**config.mk**
```make
export PLATFORM = sky130hd
export DESIGN_NAME = vsmac_stream
export DESIGN_NICKNAME = d
export VERILOG_FILES = /design/src/rtl/vsmac_pkg.sv /design/src/rtl/vsmac_lane.sv /design/src/rtl/vsmac_stream.sv
export SDC_FILE = /design/constraint.sdc
export NUM_CORES = 2
export LEC_CHECK = 0
export BUFFER_PORTS_ARGS = -buffer_cell sky130_fd_sc_hd__buf_2
export CORE_MARGIN = 3
export CORE_UTILIZATION = 43
export DETAILED_ROUTE_END_ITERATION = 12
export MAX_ROUTING_LAYER = met4
export SYNTH_ARGS = -nofsm -noshare
export SYNTH_HDL_FRONTEND = slang
export SYNTH_SLANG_ARGS = --single-unit
```
**constraint.sdc**
```tcl
create_clock -name clk -period 21.4 [get_ports clk]
set_input_delay 3.21 -clock clk [delete_from_list [all_inputs] [get_ports clk]]
set_output_delay 3.21 -clock clk [all_outputs]
set_load 0.05 [all_outputs]
```
**src/rtl/vsmac_pkg.sv**
```systemverilog
// Shared types and helpers for the vsmac_stream vector-scalar MAC datapath.
package vsmac_pkg;

  typedef enum logic {
    ST_ACC = 1'b0,
    ST_FIN = 1'b1
  } state_e;

  // Narrowest accumulator that holds ACCUMULATIONS full-width products without wrap.
  function automatic int min_acc_width(input int width, input int accumulations);
    return 2 * width + $clog2(accumulations);
  endfunction

  // Clamp a signed value to the range of an out_width-bit signed number.
  function automatic logic signed [63:0] sat_signed(input logic signed [63:0] v,
                                                    input int out_width);
    logic signed [63:0] hi;
    logic signed [63:0] lo;
    hi = (64'sd1 <<< (out_width - 1)) - 64'sd1;
    lo = -(64'sd1 <<< (out_width - 1));
    if (v > hi) return hi;
    if (v < lo) return lo;
    return v;
  endfunction

endpackage

```
**src/rtl/vsmac_lane.sv**
```systemverilog
// One lane: signed multiply, wide accumulate, then shift / ReLU / saturate.
module vsmac_lane
  import vsmac_pkg::*;
#(
  parameter int WIDTH      = 8,
  parameter int ACC_WIDTH  = 20,
  parameter int OUT_WIDTH  = 8,
  parameter int FRAC_SHIFT = 0
) (
  input  logic                        clk,
  input  logic                        reset,
  input  logic                        acc_en_i,
  input  logic                        clear_i,
  input  logic signed [WIDTH-1:0]     a_i,
  input  logic signed [WIDTH-1:0]     b_i,
  input  logic                        relu_i,
  output logic signed [OUT_WIDTH-1:0] post_o
);

  logic signed [2*WIDTH-1:0]   prod;
  logic signed [ACC_WIDTH-1:0] acc_q;
  logic signed [ACC_WIDTH-1:0] acc_d;
  logic signed [ACC_WIDTH-1:0] shifted;
  logic signed [ACC_WIDTH-1:0] rectified;

  assign prod = (2 * WIDTH)'(a_i) * (2 * WIDTH)'(b_i);

  // NOTE: the default assignment first keeps every path driven, so no latch is inferred.
  always_comb begin
    acc_d = acc_q;
    if (acc_en_i) acc_d = (clear_i ? '0 : acc_q) + ACC_WIDTH'(prod);
  end

  // NOTE: the accumulator is reset explicitly so an aborted group can never leak into the next one.
  always_ff @(posedge clk) begin
    if (!reset) acc_q <= '0;
    else        acc_q <= acc_d;
  end

  assign shifted = acc_q >>> FRAC_SHIFT;

  always_comb begin
    rectified = shifted;
    if (relu_i && (shifted < 0)) rectified = '0;
    post_o = OUT_WIDTH'(sat_signed(64'(rectified), OUT_WIDTH));
  end

endmodule

```
**src/rtl/vsmac_stream.sv**
```systemverilog
// Streaming vector-scalar MAC: SIZE lanes accumulate ACCUMULATIONS beats, then emit one result.
module vsmac_stream
  import vsmac_pkg::*;
#(
  parameter int SIZE          = 6,
  parameter int WIDTH         = 8,
  parameter int ACC_WIDTH     = 20,
  parameter int OUT_WIDTH     = 8,
  parameter int ACCUMULATIONS = 3,
  parameter int FRAC_SHIFT    = 0
) (
  input  logic                      clk,
  input  logic                      reset,
  input  logic                      in_valid,
  output logic                      in_ready,
  input  logic [WIDTH*SIZE-1:0]     a,
  input  logic [WIDTH-1:0]          b,
  input  logic                      relu_en,
  output logic                      out_valid,
  input  logic                      out_ready,
  output logic [OUT_WIDTH*SIZE-1:0] out
);

  localparam int CNT_W = (ACCUMULATIONS > 1) ? $clog2(ACCUMULATIONS) : 1;
  localparam logic [CNT_W-1:0] LAST_CNT = CNT_W'(ACCUMULATIONS - 1);

  generate
    if (ACC_WIDTH < min_acc_width(WIDTH, ACCUMULATIONS) || ACC_WIDTH > 64) begin : g_bad_acc_width
      $error("vsmac_stream: ACC_WIDTH out of range for WIDTH/ACCUMULATIONS");
    end
  endgenerate

  state_e                    state_q, state_d;
  logic [CNT_W-1:0]          count_q, count_d;
  logic                      relu_q, relu_d;
  logic                      out_valid_q, out_valid_d;
  logic [OUT_WIDTH*SIZE-1:0] out_q, out_d;
  logic [OUT_WIDTH*SIZE-1:0] post_w;
  logic                      accept;
  logic                      first_beat;
  logic                      load;

  assign accept     = in_valid && in_ready;
  assign first_beat = (count_q == '0);
  // A finished group moves to the output register whenever that register is free or draining.
  assign load       = (state_q == ST_FIN) && (!out_valid_q || out_ready);

  always_comb begin
    state_d     = state_q;
    count_d     = count_q;
    relu_d      = relu_q;
    out_valid_d = out_valid_q;
    out_d       = out_q;
    in_ready    = (state_q == ST_ACC);
    case (state_q)
      ST_ACC: begin
        if (accept) begin
          if (first_beat) relu_d = relu_en;
          if (count_q == LAST_CNT) state_d = ST_FIN;
          else                     count_d = count_q + 1'b1;
        end
      end
      ST_FIN: begin
        if (load) begin
          state_d = ST_ACC;
          count_d = '0;
        end
      end
      default: state_d = ST_ACC;
    endcase
    if (load) begin
      out_d       = post_w;
      out_valid_d = 1'b1;
    end else if (out_valid_q && out_ready) begin
      out_valid_d = 1'b0;
    end
  end

  // NOTE: sequential state uses non-blocking assignments so every register samples pre-edge values.
  always_ff @(posedge clk) begin
    if (!reset) begin
      state_q     <= ST_ACC;
      count_q     <= '0;
      relu_q      <= 1'b0;
      out_valid_q <= 1'b0;
      out_q       <= '0;
    end else begin
      state_q     <= state_d;
      count_q     <= count_d;
      relu_q      <= relu_d;
      out_valid_q <= out_valid_d;
      out_q       <= out_d;
    end
  end

  for (genvar g = 0; g < SIZE; g++) begin : g_lane
    vsmac_lane #(
      .WIDTH      (WIDTH),
      .ACC_WIDTH  (ACC_WIDTH),
      .OUT_WIDTH  (OUT_WIDTH),
      .FRAC_SHIFT (FRAC_SHIFT)
    ) u_lane (
      .clk      (clk),
      .reset    (reset),
      .acc_en_i (accept),
      .clear_i  (first_beat),
      .a_i      (a[WIDTH*g +: WIDTH]),
      .b_i      (b),
      .relu_i   (relu_q),
      .post_o   (post_w[OUT_WIDTH*g +: OUT_WIDTH])
    );
  end

  assign out_valid = out_valid_q;
  assign out       = out_q;

endmodule
```
; ---- Yosys cells after proc, flatten, opt, wreduce, memory -nomap -nowiden
; Index checks and enable logic that the tools add are counted.
[totals]
in_bits = 61
register_bits = 173
output_inout_bits = 50
wordCells = 126
[op_classes]
bitwise = 1
muxes = 64
n_mul = 6
eq_ne = 4
order_cmp = 18
n_reduce_logical = 15
add_sub_neg = 7
[ops]
columns = operator, n
row1 = $mux 20, 12
row2 = $mux 8, 24
row3 = $add 20x20->20, 6
row4 = $gt 20x8->1 const B, 6
row5 = $lt 20x1->1 const B, 6
row6 = $lt 20x8->1 const B, 6
row7 = $mul 8x8->16, 6
row8 = $mux 1, 23
row9 = $logic_and 1x1->1, 9
row10 = $mux 2, 3
row11 = $reduce_and 3->1, 2
row12 = $ne 2x1->1 const B, 2
row13 = $pmux 2 s2, 1
row14 = $add 2x1->2 const B, 1
row15 = $eq 2x2->1 const B, 1
row16 = $logic_not 2->1, 1
row17 = $ne 2x2->1 const B, 1
row18 = $pmux 1 s2, 1
row19 = $reduce_bool 2->1, 1
row20 = $logic_not 1->1, 1
row21 = $logic_or 1x1->1, 1
row22 = $not 1->1, 1

; ---- Depth between registers and ports, before layout
[depth]
word_depth = 8
ltp_mapped = 33
depth_no_buf = 31

; ---- By module
; From an unflattened synthesis, not the netlist that was laid out.
[unflattened]
cells_unflattened = 3352
area_unflattened_um2 = 28970.3
[by_module_without_submodules]
columns = module, seq_area_each_um2, n_inst, cells_per_inst, area_per_inst_um2
row1 = vsmac_lane (g_lane[1].u_lane ...), 400.4, 2, 522, 4475.5
row2 = vsmac_lane (g_lane[5].u_lane), 400.4, 1, 511, 4539.4
row3 = vsmac_lane (g_lane[4].u_lane), 400.4, 1, 527, 4489.3
row4 = vsmac_lane (g_lane[3].u_lane), 400.4, 1, 510, 4419.2
row5 = vsmac_lane (g_lane[0].u_lane), 400.4, 1, 513, 4394.2
row6 = vsmac_stream, 1061.0, 1, 247, 2177.1

; ---- Least setup slack after synthesis
; No wires, ideal clock.
[synth_timing]
kind = input -> register
startpoint = input b[6]
endpoint = register g_lane[4].u_lane.acc_q[19]
cell_stages = 28
required_ns = 21.326
arrival_time_ns = 9.124
slack_ns = 12.202
n_path_buf = 2
setup_ns = 0.074
cell_sequence = clkbuf_1 > clkbuf_1 > nand2_1 > fa_1 > fa_1 > inv_1 > fa_1 > inv_1 > fa_1 > inv_1 > ha_1 > a21oi_1 > o21bai_1 > a21oi_1 > nor2b_1 > o21a_1 > o21ai_0 > nand2b_1 > a21oi_1 > xnor2_1 > ha_1 > a21oi_1 > o21ai_0 > a41oi_2 > o21bai_1 > a211o_1 > or3b_1 > a31oi_1
[synth_between]
elab_chain_len = 2
[synth_rtl]
columns = element, line_no
row1 = from (decl), vsmac_stream.sv:17  ; input logic [WIDTH-1:0] b,
row2 = $mul 8x8->16, vsmac_lane.sv:26  ; assign prod = (2 * WIDTH)'(a_i) * (2 * WIDTH)'(b_i);
row3 = $add 20x20->20, vsmac_lane.sv:31  ; if (acc_en_i) acc_d = (clear_i ? '0 : acc_q) + ACC_WIDTH'(prod);
row4 = to (signal assigned), vsmac_lane.sv:36  ; if (!reset) acc_q <= '0;
row5 = to (signal assigned), vsmac_lane.sv:37  ; else acc_q <= acc_d;
row6 = to (decl), vsmac_lane.sv:21  ; logic signed [ACC_WIDTH-1:0] acc_q;
; Every way passes these cells.
; A chain may end at the register's enable or synchronous reset.

; ---- Final worst setup path
[layout_timing]
startpoint = input b[6]
endpoint = register g_lane[5].u_lane.acc_q[19]
[layout_between]
elab_chain_len = 2
[layout_rtl]
columns = element, line_no
row1 = $mul 8x8->16, vsmac_lane.sv:26
row2 = $add 20x20->20, vsmac_lane.sv:31
row3 = to (signal assigned), vsmac_lane.sv:36
row4 = to (signal assigned), vsmac_lane.sv:37
row5 = to (decl), vsmac_lane.sv:21
; Every way passes these cells.

==> results.env <==
POST_CTS_BUFFERS=0
WIRE_PER_INST_MICRONS=16.1
FIN_WORST_SKEW_PS=13.1
SYNTHTOPCELLSBYAREA='sky130_fd_sc_hd__fa_1 24%, sky130_fd_sc_hd__ha_1 13%, sky130_fd_sc_hd__dfxtp_1 12%'
OUTCOME='complete, no violations'
YS_TOP_CELLS_BY_COUNT='547 x sky130_fd_sc_hd__inv_1, 342 x sky130_fd_sc_hd__nand2_1, 336 x sky130_fd_sc_hd__fa_1, 296 x sky130_fd_sc_hd__ha_1, 281 x sky130_fd_sc_hd__and2_1'
PATH_COMMON_CELL='sky130_fd_sc_hd__fa_1'
NETS=4174
CP.REQUIRED_PS=21740
WORST_SLEW_PIN_SLEW_PS=967
BIGGEST_AREA_CONSUMER_AMONG_SYNTHESIZED_CELLS='sky130_fd_sc_hd__fa_1'
GRT_MAX_DEGREE=85
CORE.ROWCOUNT=93
GRT_PASS1_WL_MICRONS=115000
SYNTHESIS.NETS=4140
SLOWEST_DELAY_PS=720
DIE_Y_MICRONS=262
SYN-MEAN-INSTANCE-AREA_SQ_UM=8.17
FINALWORSTPATHREQUIREDPERIOD_PS=9730
TIMING.CRITICAL_PATH.FROM_TYPE='primary input'
CTSHTREEMAXLEVEL=4
FINAL_LAYOUT_SIZE_SUFFIX_GT1_SHARE_PCT=5.72
CTS_ROOT_BUFFER='sky130_fd_sc_hd__clkbuf_16'
FILL_CELLS=6450
ACHIEVABLE-FREQUENCY_MHz=103
DRV.MAX_CAP_VIOLATION_COUNT=0
RSZ0062_AT_GRT='no'
NETLIST_INSTANCES=3447
PLACEMENT.IO_BUFFERS=110
NUMCTSBUFFERS=17
COMBINED_AREA_OF_THE_MULTI_INPUT_LOGIC_CELLS_SQ_MM=0.0222
COUNT_OF_FLIP_FLOPS_WITH_A_BUILT_IN_ENABLE_AFTER_SYNTHESIS=0
SUMMED_INSTANCE_AREA_OF_THE_SYNTHESIZED_NETLIST_SQ_MM=0.0281
CRITICALPATHCATEGORY='primary input to flop'
POST-DP-HPWL_MICRONS=54100
START_UTIL_PCT=43.6
WORST_SLEW_MARGIN_REL_PCT=35.5
SEQUENTIAL_CELL_AREA_IN_THE_FINAL_LAYOUT_SQ_MM=0.00346
YOSYSMOSTFREQUENTCELL='sky130_fd_sc_hd__inv_1'
HOLD_VIO_CNT_FINAL=0
ANT_NETS=0
DRT-PASS1-ITER-COUNT=5
VDD_IR_DROP_MAX_V=0.0000882
SETUP.WORST_PATH.END_CLASS='flop'
TOTALWIRELENGTH_MICRONS=70100
WORSTPATHARRIVAL_PS=10080
POSTSYNTHREGISTERBITS=173
PLACED_AREA_SQ_MM=0.0295
DRT_ITER0_DRC=1428
FIN_TNS_SETUP_PS=0
P_LEAK_nW=14.4
POSTCTSHOLDBUFS=0
POST-SYNTH-TOP-AREA-FRACTION_PCT=23.9
POWERDENSITY_mW_PER_MM2=158
POST_SYNTH_TOP_FLOP='sky130_fd_sc_hd__dfxtp_1'
DIE-AREA_SQ_MM=0.0686
DRCVIOLATIONCOUNT=0
POSTSYNTH.ASYNCRESETSHARE_PCT=0
WORST_HOLD_PATH_TYPE='flop to flop'
STDCELL_AREA_SQ_MM=0.0301
CTS.CLK_SLEW.WORST_PATHS_PS=70
FIN_CRIT_SH_PCT=45.5
FINALPOWER_mW=4.77
ANTENNA_FOUND_INITIAL=3
GRT_USAGE_PCT=21.4
SYNTH_CELL_TYPES=81
GRT_PASS1_VIAS=21800
CLKLATENCYLATEPIN_PS=450
FP.DIEW_MICRONS=262
SEQ_AREA_FRAC_SYNTH_PCT=12.3
CTS.SINKS=173
VIAS_PER_CELL=5.18
CP_SLOWEST_CELL='sky130_fd_sc_hd__buf_2'
TIMING.FINAL.SETUP_VIOLATIONS=0
FINAL_CELLS=4353
DETAILROUTE.VIA_COUNT=22500
ROUTABILITYCONGESTION=0.863
CRITPATHMAXFANOUT=54
SYN2LAYOUT_AREA_GROWTH_PCT=7.01
SLEW_VIOL_FINAL=0
CTS-ROOT-TO-SINK-BUFFERS=2
GRT.OVERFLOW.TOTAL=0
SYNTH-WARNING-COUNT=0
CLOCK_TREE_FROM_TRITONCTS='yes'
POST_CTS_RESIZED=0
CORE_AREA_SQ_MM=0.0646
IOPINCOUNT=111
DPL.CELL_COUNT=4317
==> cell type report <==
class / instances / area share (%)
diodes: 4 / 0.0332
repair buffers: 130 / 2.33
multi-input cells: 2610 / 73.8
clock buffers: 17 / 1.41
inverters: 549 / 6.85
well taps: 855 / 3.55
flip-flops and latches: 173 / 11.5
clock inverters: 15 / 0.544
==> kinds of logic after synthesis <==
kind of cell               after synthesis  synth area share (%)
and+or+nand+nor                       1121                  20.7
buffers and inverters                  664                  8.86
AOI/OAI and AO/OA                      647                  14.1
adders and majority gates              632                  37.1
xor gates and xnor gates               195                  6.37
DFF                                    173                  12.3
muxes                                   15                 0.565
==> critical path, delay by kind of cell <==
| family | cells | cell delay, ps |
|---|---|---|
| compound gates | 11 | 2170 |
| buf+inv | 4 | 880 |
| fa+ha+maj | 6 | 2820 |
| xor+xnor | 1 | 200 |
| simple gates | 8 | 770 |
==> per-stage QoR <==
step | worst slack (ps) | util, % | hold slack, ps
6_report | 11670 | 46.6 | 457
3_5_place_dp | 11190 | 45.7 | 444
5_1_grt | 11050 | 46.6 | 485
2_1_floorplan | 12200 | - | 441
4_1_cts | 11690 | 46.6 | 460
3_3_place_gp | 11420 | 45.7 | 443
==> report_power, final <==
| part | internal, mW | switching (mW) |
|---|---|---|
| logic | 1.67 | 2.31 |
| clock network | 0.167 | 0.157 |
| registers | 0.396 | 0.0718 |
| total | 2.24 | 2.54 |
==> flip-flops by register name, indices dropped and copies added (netlist names) <==
name                 cells
g_lane.u_lane.acc_q    120
out_valid                1
count_q                  2
state_q                  1
relu_q                   1
out                     48
==> worst paths after layout <==
| path | slack [ps] | end | start | cells past startpoint |
|---|---|---|---|---|
| worst max-delay path | 11670 | g_lane[5].u_lane.acc_q[19]$_SDFFE_PN0P_ | b[6] | 30 |
| worst min-delay path | 460 | out[23]$_SDFFE_PN0P_ | out[23]$_SDFFE_PN0P_ | 2 |
| worst max register to register | 16900 | g_lane[0].u_lane.acc_q[16]$_SDFFE_PN0P_ | count_q[0]$_SDFFE_PN0P_ | 16 |
| worst min register to register | 460 | out[23]$_SDFFE_PN0P_ | out[23]$_SDFFE_PN0P_ | 2 |
==> routing by layer <==
metal	GRT usage [%]	share of wire, %	up-vias
li1	-	-	11200
met1	33.8	54	10900
met2	29.6	40	409
met3	2.01	4.7	33
met4	3.74	0.95	0
met5	-	0	-
==> cells in the final DEF (no fill, tap or decap), types with 12 or more instances in the layout <==
cell	synthesis	routed
sky130_fd_sc_hd__o21ai_0	138	138
sky130_fd_sc_hd__buf_4	0	20
sky130_fd_sc_hd__nand4_1	15	15
sky130_fd_sc_hd__inv_1	547	546
sky130_fd_sc_hd__a211oi_1	25	25
sky130_fd_sc_hd__and2_1	281	281
sky130_fd_sc_hd__xor2_1	40	40
sky130_fd_sc_hd__nor2b_1	160	159
sky130_fd_sc_hd__a21oi_1	246	246
sky130_fd_sc_hd__nor3_1	40	40
sky130_fd_sc_hd__fa_1	336	336
sky130_fd_sc_hd__nand2_1	342	341
sky130_fd_sc_hd__or3_1	14	14
sky130_fd_sc_hd__nor2_1	113	113
sky130_fd_sc_hd__o21bai_1	24	24
sky130_fd_sc_hd__and3_1	16	16
sky130_fd_sc_hd__nand3b_1	12	12
sky130_fd_sc_hd__dfxtp_1	173	173
sky130_fd_sc_hd__ha_1	296	295
sky130_fd_sc_hd__a21o_1	51	51
sky130_fd_sc_hd__xnor2_1	147	147
sky130_fd_sc_hd__o211ai_1	16	16
sky130_fd_sc_hd__o21a_1	28	28
sky130_fd_sc_hd__nor4_1	18	18
sky130_fd_sc_hd__clkbuf_16	0	17
sky130_fd_sc_hd__a31oi_1	35	35
sky130_fd_sc_hd__nand2b_1	31	31
sky130_fd_sc_hd__buf_2	1	110
sky130_fd_sc_hd__nand3_1	47	47
Power figures use the tool's default switching activity.
